==> src/rtl/regfile_writeback.sv <==
// regfile_writeback
// -----------------
// Write-back stage between the execution units and the architectural
// register file. ALU and load-unit results are merged into a small
// circular write queue. The oldest queued write is issued to the register
// file port on every cycle the queue is non-empty, so a result reaches
// the register file one edge after it is accepted.
//
// The block also tracks in-flight destination registers (busy_mask) and
// answers a combinational forwarding query (fwd_rs -> fwd_hit/fwd_data)
// against results that are queued or being written this cycle.
//
// Ports
//   clk                      single clock, all state updates on posedge
//   rst                      asynchronous, active-low reset
//   alu_valid/alu_ready      ALU result handshake
//   alu_rd/alu_data          ALU destination register and result
//   mem_valid/mem_ready      load-unit result handshake
//   mem_rd/mem_data          load destination register and data
//   dst_reg/dst_reg_data     registered register-file write port
//   reg_write_enable         registered write strobe for the port above
//   fwd_rs                   forwarding query register index
//   fwd_hit/fwd_data         forwarding result (combinational)
//   busy_mask                one bit per register with a write in flight
//   wb_count                 current write-queue occupancy
//
// Handshake: a producer transfer happens on a posedge where valid and
// ready are both high. The producer holds rd/data stable while valid is
// high and ready is low; ready never depends on the same producer's
// valid. The load unit has fixed priority: the ALU is only ready when
// the load unit is not presenting a result, so at most one transfer
// happens per cycle. While rst is low both readies read 1.

module regfile_writeback #(
  parameter int ARCH_LEN     = 32,
  parameter int REG_FILE_LEN = 32,
  parameter int WB_DEPTH     = 4,
  localparam int RW = $clog2(REG_FILE_LEN),
  localparam int PW = $clog2(WB_DEPTH),
  localparam int CW = PW + 1
) (
  input  logic                    clk,
  input  logic                    rst,
  input  logic                    alu_valid,
  output logic                    alu_ready,
  input  logic [RW-1:0]           alu_rd,
  input  logic [ARCH_LEN-1:0]     alu_data,
  input  logic                    mem_valid,
  output logic                    mem_ready,
  input  logic [RW-1:0]           mem_rd,
  input  logic [ARCH_LEN-1:0]     mem_data,
  output logic [RW-1:0]           dst_reg,
  output logic [ARCH_LEN-1:0]     dst_reg_data,
  output logic                    reg_write_enable,
  input  logic [RW-1:0]           fwd_rs,
  output logic                    fwd_hit,
  output logic [ARCH_LEN-1:0]     fwd_data,
  output logic [REG_FILE_LEN-1:0] busy_mask,
  output logic [CW-1:0]           wb_count
);

  // Write queue storage
  logic [RW-1:0]       q_rd    [WB_DEPTH];
  logic [ARCH_LEN-1:0] q_data  [WB_DEPTH];
  logic [WB_DEPTH-1:0] q_valid;
  logic [PW-1:0]       wr_ptr;
  logic [PW-1:0]       rd_ptr;

  // Queue slot index ordered by age: age_idx[0] is the oldest slot
  logic [PW-1:0]       age_idx [WB_DEPTH];

  logic                full;
  logic                empty;
  logic                mem_fire;
  logic                alu_fire;
  logic                in_fire;
  logic [RW-1:0]       in_rd;
  logic [ARCH_LEN-1:0] in_data;
  logic                enq;
  logic                deq;

  assign full  = (wb_count == CW'(WB_DEPTH));
  assign empty = (wb_count == '0);

  // Readiness only looks at occupancy before the edge, so a dequeue in the
  // same cycle never frees room for an enqueue.
  assign mem_ready = !rst || !full;
  assign alu_ready = !rst || (!full && !mem_valid);

  assign mem_fire = mem_valid && mem_ready;
  assign alu_fire = alu_valid && alu_ready;
  assign in_fire  = mem_fire || alu_fire;
  assign in_rd    = mem_fire ? mem_rd   : alu_rd;
  assign in_data  = mem_fire ? mem_data : alu_data;

  // Writes to x0 complete the handshake but are dropped here.
  assign enq = in_fire && (in_rd != '0);
  assign deq = !empty;

  // Queue, pointers and the registered write port
  always_ff @(posedge clk or negedge rst) begin
    if (!rst) begin
      for (int i = 0; i < WB_DEPTH; i++) begin
        q_rd[i]   <= '0;
        q_data[i] <= '0;
      end
      q_valid          <= '0;
      wr_ptr           <= '0;
      rd_ptr           <= '0;
      wb_count         <= '0;
      dst_reg          <= '0;
      dst_reg_data     <= '0;
      reg_write_enable <= 1'b0;
    end else begin
      // enq and deq never touch the same slot: wr_ptr == rd_ptr only when
      // the queue is empty (no deq) or full (no enq).
      if (enq) begin
        q_rd[wr_ptr]    <= in_rd;
        q_data[wr_ptr]  <= in_data;
        q_valid[wr_ptr] <= 1'b1;
        wr_ptr          <= wr_ptr + PW'(1);
      end

      if (deq) begin
        q_valid[rd_ptr]  <= 1'b0;
        rd_ptr           <= rd_ptr + PW'(1);
        dst_reg          <= q_rd[rd_ptr];
        dst_reg_data     <= q_data[rd_ptr];
        reg_write_enable <= 1'b1;
      end else begin
        // Port address/data hold their last value while idle.
        reg_write_enable <= 1'b0;
      end

      unique case ({enq, deq})
        2'b10:   wb_count <= wb_count + CW'(1);
        2'b01:   wb_count <= wb_count - CW'(1);
        default: wb_count <= wb_count;
      endcase
    end
  end

  // Valid entries are contiguous starting at rd_ptr, so walking forward
  // from rd_ptr visits them oldest first.
  always_comb begin
    for (int a = 0; a < WB_DEPTH; a++) begin
      age_idx[a] = rd_ptr + PW'(a);
    end
  end

  // In-flight destinations: queued entries plus the write being issued.
  always_comb begin
    busy_mask = '0;
    for (int i = 0; i < WB_DEPTH; i++) begin
      if (q_valid[i]) begin
        busy_mask[q_rd[i]] = 1'b1;
      end
    end
    if (reg_write_enable) begin
      busy_mask[dst_reg] = 1'b1;
    end
    busy_mask[0] = 1'b0;
  end

  // Forwarding: the output stage is the oldest candidate, then queue
  // entries oldest to youngest; a later match overrides an earlier one so
  // the youngest matching result wins. Same-cycle producer inputs are not
  // considered.
  always_comb begin
    fwd_hit  = 1'b0;
    fwd_data = '0;
    if (fwd_rs != '0) begin
      if (reg_write_enable && (dst_reg == fwd_rs)) begin
        fwd_hit  = 1'b1;
        fwd_data = dst_reg_data;
      end
      for (int a = 0; a < WB_DEPTH; a++) begin
        if (q_valid[age_idx[a]] && (q_rd[age_idx[a]] == fwd_rs)) begin
          fwd_hit  = 1'b1;
          fwd_data = q_data[age_idx[a]];
        end
      end
    end
  end

endmodule

==> config.mk <==
export PLATFORM = sky130hd
export DESIGN_NAME = regfile_writeback
export DESIGN_NICKNAME = d
export VERILOG_FILES = /design/src/rtl/regfile_writeback.sv
export SDC_FILE = /design/constraint.sdc
export NUM_CORES = 1
export LEC_CHECK = 0
export CAP_MARGIN = 20
export CORE_ASPECT_RATIO = 1.2
export CORE_MARGIN = 2
export CORE_UTILIZATION = 45
export DETAILED_ROUTE_END_ITERATION = 8
export PLACE_DENSITY = 0.63
export SLEW_MARGIN = 20
export SYNTH_ARGS = -nofsm -noshare
export SYNTH_HDL_FRONTEND = slang
export SYNTH_SLANG_ARGS = --single-unit
==> constraint.sdc <==
create_clock -name clk -period 8.75 [get_ports clk]
set_clock_uncertainty 0.2 [all_clocks]
set_input_delay 1.75 -clock clk [delete_from_list [all_inputs] [get_ports clk]]
set_output_delay 1.75 -clock clk [all_outputs]
set_load 0.03 [all_outputs]
* Yosys cells after proc, flatten, opt, wreduce, memory -nomap -nowiden
Cells that the tools add are included.
** Operators by class
- Add/subtract/negate cells :: 6
- Magnitude comparators :: 23
- Equal/unequal tests :: 8
- Muxes and demuxes :: 75
- Bitwise logic cells :: 12
- Reduce and logical (&&, ||, !) cells :: 28
** Operator list (count)
- $mux 32 :: 21
- $bmux 32 s2 :: 4
- $bwmux 128 :: 1
- $or 32x32->32 :: 4
- $demux 32 s2 :: 1
- $mux 5 :: 10
- $bmux 5 s2 :: 4
- $lt 5x6->1 const B :: 5
- $demux 1 s5 :: 5
- $eq 5x5->1 :: 5
- $ge 5x1->1 const B :: 5
- $bwmux 20 :: 1
- $mux 1 :: 18
- $logic_and 1x1->1 :: 17
- $ge 3x3->1 const B :: 5
- $lt 2x3->1 const B :: 5
- $not 2->3 :: 5
- $demux 5 s2 :: 1
- $reduce_bool 5->1 :: 2
- $bmux 1 s2 :: 4
- $mux 4 :: 2
- $pmux 3 s2 :: 1
- $add 2x1->2 const B :: 2
- $add 2x2->2 const B :: 2
- other kinds (15) :: 22
** Storage, ports and cells
- Bits in registers :: 197
- Input bits :: 83
- Output and inout port bits :: 108
- Logic and storage cells :: 167

* Longest topological paths before layout
Gate-level depths: netlist (run 1).
- Word-level depth :: 13
- Mapped depth :: 15
- Gate-level depth less buffers :: 12

* Worst setup path before layout (run 1)
OpenSTA, ideal clock, no wires.
- Path kind :: register to output
- From :: register rd_ptr[1]
- To :: output port fwd_data[20]
- Arrival time :: 4384 ps
- Data required time :: 6800 ps
- Slack :: 2416 ps
- Cell stages (with the launch flop) :: 14
- Buffers on the path :: 5
- Path through :: dfrtp_1 buf_2 buf_2 clkbuf_1 clkbuf_1 inv_1 ha_1 mux4_2 xnor2_1 o21ai_1 nor3_2 clkbuf_1 a221oi_1 o31ai_1
** RTL lines
- from (decl) :: RTL line 67 : logic [PW-1:0] rd_ptr;
- from (signal assigned) :: RTL line 126 : rd_ptr <= rd_ptr + PW'(1);
- to (decl) :: RTL line 57 : output logic [ARCH_LEN-1:0] fwd_data,

* Worst setup path after layout (run 1)
- From :: input port fwd_rs[0]
- To :: output port fwd_data[25]
** On the way
- Longest elaborated chain between the ends :: 8
- Elaborated cells on any way between the ends :: 17
- Those cells by class :: eq/ne: 5; mux: 6; reduce/logical: 6
** RTL lines
- from (decl) :: RTL line 55 : input logic [RW-1:0] fwd_rs,
- $eq 5x5->1 :: RTL line 173 : if (reg_write_enable && (dst_reg == fwd_rs)) begin
- $logic_and 1x1->1 :: RTL line 173
- $mux 32 :: RTL line 173
- $mux 32 (4 in a row) :: RTL line 178 : if (q_valid[age_idx[a]] && (q_rd[age_idx[a]] == fwd_rs)) begin
- $mux 32 * :: RTL line 172 : if (fwd_rs != '0) begin
Every way passes the cells marked *; elsewhere a longest branch is shown, timed or not.

==> out/qor.yml, run 1 <==
setup_path:
  path_class: "in -> out"
  crit_required_ns: 6.80
  end_kind: "primary output"
  regToRegStartpoint: "wb_count[0]"
  path_max_fanout: 30
  startpoint_type: "input pin"
  critPathLaunch: "fwd_rs[0]"
  cp.arrival_ns: 5.52
clock_network:
  cts_tree: "built"
  clock_path_buffers: 2
  cts-resized-gates: 0
  hold_buffers: 0
  clk_pin_slew_ns: 0.07
  clock_latency_ns: 0.44
  ctsHtreeMaxLevel: 4
  cts_buffers: 17
  cts_setup_buffers: 0
  cts-root-buf: "clkbuf_16"
  numClockSinks: 197
detailed_routing:
  wl_met1_um: 18600
  detailedRoute.firstIterationViolations: 1269
  route.detailed.drc: 0
  drt_wl_total_um: 45800
  wl_met2_um: 23000
  wl_met3_um: 2740
  final_antenna_net_count: 0
  routed.top_layer: "met4"
  dr.pass1.iters: 5
  post_drt_via_cell_ratio: 6.42
  vias: 12600
  wl_per_cell_um: 23.3
placement:
  io_buffer_count: 189
  gp_congestion: 0.910
  place_ws_ns: 1.37
  dp_hpwl_um: 28400
synth:
  async_flop_share_pct: 100
  synth_area_sq_mm: 0.0145
  ys_ff_latch: 197
  ys_seq_area_share_pct: 33.9
  syn_inst: 1459
  synth_edf_count: 0
  yosysUniqueCellTypes: 51
  avgSynthCellArea_sq_um: 9.96
  synth_nets: 1552
  ys.flop_type: "dfrtp_1"
  yosys_warnings: 0
floorplanning:
  io_pins: 191
  start_util_pct: 45.3
  coreArea_sq_mm: 0.0321
  die_width_um: 168
  die_area_sq_mm: 0.0338
  rows: 72
  die_height_um: 201
timing:
  setup_violations: 0
  setup_slack_ns: 1.28
  fin_crit_ns: 7.47
  finalSetupTns_ns: 0
  rsz0062_at_grt: "no"
  relSlewSlack_pct: 25.6
  min_period_over_period_pct: 85.3
  tightest_slew_ns: 1.11
  max_freq_mhz: 134
  slew_viol_final: 0
  hold_viol: 0
global_routing:
  grtUsageTotal_pct: 27.5
  antenna_found_initial: 0
  grt_pass1_vias: 12600
  grt.overflow.total: 0
  grt_pass1_wl_um: 72700
  grt_max_degree: 161
layout:
  antenna_cells: 0
  reg_top3: "q_data x128, dst_reg_data x32, q_rd x20"
  final_cell_mix: "nor2_1, dfrtp_1, clkdlybuf4s50_1, a21oi_1"
  finish.net_count: 1640
  largest_register: "q_data"
  final_common_cell: "nor2_1"
  syn_to_final_growth_pct: 18.8
  layout-drive-gt1-share_pct: 14.4
  largest_reg_flops: 128
  fill_cells: 2892
run:
  drv_cap: 0
worst_hold_path:
  hp-start: "dst_reg_data[6]"
  min-delay-path-class: "reg -> reg"
power_and_ir_drop:
  power.density_mw_per_mm2: 463
  p_leak_nw: 6.47
  vdd_drop_max_mv: 0.264
outcome:
  status: "complete, no violations"
==> cell type report <==
type | instances | area, sq um | area share, %
multi-input combinational | 1110 | 9060 | 52.5
sequential | 197 | 4940 | 28.6
timing repair buffer | 208 | 2080 | 12.1
tap | 407 | 509 | 2.95
clock buffer | 21 | 480 | 2.78
clock inverter | 11 | 145 | 0.841
inverter | 13 | 48.8 | 0.283
==> worst paths after layout <==
path | slack (ns) | cells past startpoint | end
setup / recovery | 1.28 | 10 | fwd_data[25]
hold / removal | 0.31 | 2 | dst_reg_data[6]
setup reg to reg | 5.28 | 8 | q_data[103]
hold reg to reg | 0.31 | 2 | dst_reg_data[6]
max in group asynchronous | 5.13 | 3 | q_data[64]
min in group asynchronous | 1.14 | 1 | q_data[87]
==> critical path: stages <==
cell	delay (ns)
clkdlybuf4s50_1	0.77
xor2_1	0.19
o221ai_1	0.14
nand3_1	0.14
a211o_1	0.39
buf_4	0.47
nor2b_2	0.22
buf_4	0.42
a311o_1	0.32
clkdlybuf4s50_1	0.70
==> Yosys cell counts (all sizes together), types with 2 or more instances <==
library cell | number | share of area (%)
a21oi | 157 | 5.4
a221o | 30 | 2.1
a221oi | 2 | 0.12
a22oi | 30 | 1.5
a311o | 30 | 2.1
a31o | 2 | 0.12
and2 | 3 | 0.13
and3 | 6 | 0.26
and3b | 4 | 0.24
buf | 43 | 1.5
clkbuf | 96 | 2.5
dfrtp | 197 | 34
ha | 9 | 0.77
inv | 12 | 0.31
mux2 | 7 | 0.54
mux2i | 60 | 4.1
mux4 | 139 | 22
nand2 | 140 | 3.6
nand2b | 37 | 1.6
nand3 | 32 | 1.1
nand3b | 19 | 0.98
nand4 | 2 | 0.086
nor2 | 205 | 5.3
nor2b | 34 | 1.5
nor3 | 8 | 0.31
nor3b | 50 | 2.6
nor4 | 5 | 0.22
o21ai | 3 | 0.10
o221ai | 20 | 1.2
o22ai | 16 | 0.69
o31ai | 2 | 0.10
o32a | 2 | 0.14
or2 | 6 | 0.26
or3b | 5 | 0.30
xnor2 | 14 | 0.84
xor2 | 22 | 1.3
==> where the power goes <==
group | switching (W) | internal, W
clock network | 0.000377 | 0.000459
logic | 0.00252 | 0.00248
registers | 0.000779 | 0.00138
==> routing by layer <==
metal	track usage [%]	vias up
met5	0	-
met4	10.2	0
met3	4.04	91
met2	47.1	539
met1	35.6	6388
li1	-	5603
==> per-stage QoR <==
stage	hold slack (ns)	power (W)	cells	utilization, %	instance area [sq um]
floorplan	0.334	0.00564	1459	-	14500
global placement	0.280	0.00702	1933	51.7	16600
detailed placement	0.289	0.00711	1933	51.7	16600
CTS	0.307	0.00797	1965	53.7	17200
global route	0.331	0.00851	1967	53.8	17300
finish	0.306	0.00799	1967	53.8	17300
==> logic make-up (layout without fill, tap and decap cells) <==
logic type | count (synthesis) | in the layout | synth area share [%]
adders and majority gates | 10 | 10 | 0.912
muxes | 206 | 206 | 26.2
xor gates and xnor gates | 36 | 36 | 2.17
DFF | 197 | 197 | 33.9
other | 1 | 1 | 0.0258
and+or+nand+nor | 557 | 557 | 18.5
buffers and inverters | 152 | 253 | 4.32
AOI/OAI and AO/OA | 300 | 300 | 13.9
Power figures use the tool's default switching activity.
==> run 2: changes to the inputs <==
Settings changed: ABC_CLOCK_PERIOD_IN_PS set to 9050.
Clock period 8.75 ns to 9.05 ns, I/O delays scaled along.
==> run 2 against run 1 <==
- combinational power down 4%
- first-iteration DRC count up 1.2%
- register-to-register slack better by 0.26 ns
- power down 3.4%
- die area unchanged
- global-route usage down 0.29 points
==> out/qor.yml, run 2 (synthesized netlist as in run 1, its figures left out) <==
timing:
  relSlewSlack_pct: 24.8
  hold_viol: 0
  fin_crit_ns: 7.67
  setup_violations: 0
  tightest_slew_ns: 1.13
  min_period_over_period_pct: 84.7
  slew_viol_final: 0
  rsz0062_at_grt: "no"
  max_freq_mhz: 130
  finalSetupTns_ns: 0
layout:
  layout-drive-gt1-share_pct: 14.3
  largest_reg_flops: 128
  layout.cells.non_filler: 1969
  finish.net_count: 1644
  antenna_cells: 0
  reg_top3: "q_data x128, dst_reg_data x32, q_rd x20"
  final_common_cell: "nor2_1"
  largest_register: "q_data"
  post-route-util_pct: 53.9
  final_cell_mix: "nor2_1, dfrtp_1, clkdlybuf4s50_1, a21oi_1"
  syn_to_final_growth_pct: 18.8
power_and_ir_drop:
  vdd_drop_max_mv: 0.247
  p_switching_w: 0.00352
  p_leak_nw: 6.47
  power.density_mw_per_mm2: 447
  switching_share_pct: 45.6
  p_int_w: 0.00420
  comb_power_share_pct: 62.1
  pwr-share-seq_pct: 27.4
  clkPwrFrac_pct: 10.4
clock_network:
  cts-resized-gates: 0
  clk_pin_slew_ns: 0.07
  clock_latency_ns: 0.44
  clock_path_buffers: 2
  ctsHtreeMaxLevel: 4
  cts_setup_buffers: 0
  cts-root-buf: "clkbuf_16"
  hold_buffers: 0
  numClockSinks: 197
  cts_buffers: 17
  cts_tree: "built"
worst_hold_path:
  hp-start: "dst_reg_data[7]"
  holdPathStages: 2
  min-delay-path-class: "reg -> reg"
  hold_end: "dst_reg_data[7]"
setup_path:
  rrSetupSlack_ns: 5.54
  cp.arrival_ns: 5.66
  path_max_fanout: 33
  rr_worst_depth: 8
  crit_required_ns: 7.04
  path_class: "in -> out"
  regToRegStartpoint: "wb_count[0]"
  worstPathCellList: "clkdlybuf4s50_1 -> nor2b_1 -> mux2_2 -> o211a_1 -> a31o_2 -> buf_4 -> nor2b_2 -> buf_4 -> a311o_1 -> clkdlybuf4s50_1"
  startpoint_type: "input pin"
  r2r_end: "q_data[26]"
  cpPeakStageDelay_ns: 0.74
  cp_slowest_cell: "clkdlybuf4s50_1"
  end_kind: "primary output"
placement:
  dp_cells: 1937
  gp_congestion: 0.877
  io_buffer_count: 189
  dp_hpwl_um: 29300
global_routing:
  grt.overflow.total: 0
  grt_max_degree: 76
  grtUsageTotal_pct: 27.2
  grt_pass1_wl_um: 71800
  grt_pass1_vias: 12500
  antenna_found_initial: 0
detailed_routing:
  detailedRoute.firstIterationViolations: 1284
  post_drt_via_cell_ratio: 6.47
  vias: 12700
  drt_wl_total_um: 45800
  final_antenna_net_count: 0
  route.detailed.drc: 0
  wl_per_cell_um: 23.3
  dr.pass1.iters: 7
floorplanning:
  coreArea_sq_mm: 0.0321
  die_width_um: 168
  rows: 72
  die_height_um: 201
  start_util_pct: 45.3
  io_pins: 191
  die_area_sq_mm: 0.0338
run:
  drv_cap: 0
outcome:
  status: "complete, no violations"
[run 2: per-layer routing]
layer / GRT usage (%) / routed length (um) / share of wire, % / up-vias
li1: - / - / - / 5597
met1: 34.9 / 18200 / 40 / 6430
met2: 46.8 / 23400 / 51 / 622
met3: 4.22 / 2920 / 6.4 / 86
met4: 9.94 / 1360 / 3.0 / 0
met5: 0 / 0 / 0 / -
[run 2: critical path: cells and delay by family]
family,cells,cell delay (ns)
buffers and inverters,4,2.10
and+or+nand+nor,2,0.69
AOI/OAI and AO/OA,3,0.73
muxes,1,0.28
[run 2: how the worst max path moves through the flow]
stage	endpoint	cells after the start	slack, ns	from
floorplan	fwd_data[20]	13	2.66	rd_ptr[1]
global placement	fwd_data[24]	10	1.49	fwd_rs[4]
CTS	fwd_data[25]	10	1.41	fwd_rs[4]
detailed placement	fwd_data[25]	10	1.43	fwd_rs[4]
global route	fwd_data[27]	8	1.24	fwd_rs[2]
finish	fwd_data[25]	10	1.38	fwd_rs[4]
[run 2: final cells by class]
type | instances | area (sq um)
tap | 407 | 509
multi-input combinational | 1110 | 9060
clock inverter | 9 | 154
clock buffer | 21 | 450
timing repair buffer | 212 | 2120
fill | 2867 | 14800
sequential | 197 | 4940
inverter | 13 | 48.8
[run 2: through the flow]
stage,cell area (sq um),total power (W),setup WS [ns],hold WS [ns]
after floorplan,14500,0.00546,2.66,0.334
after global placement,16600,0.00676,1.49,0.278
after detailed placement,16600,0.00686,1.43,0.288
after CTS,17200,0.00770,1.41,0.308
after global routing,17300,0.00820,1.24,0.332
final,17300,0.00772,1.38,0.307
[run 2: power groups by stage]
| stage | Sequential (W) | Combinational [W] | Clock [W] |
|---|---|---|---|
| floorplan | 0.00186 | 0.00360 | 0 |
| global placement | 0.00207 | 0.00470 | 0 |
| detailed placement | 0.00210 | 0.00475 | 0 |
| CTS | 0.00209 | 0.00479 | 0.000816 |
| global route | 0.00219 | 0.00516 | 0.000850 |
| finish | 0.00212 | 0.00480 | 0.000805 |
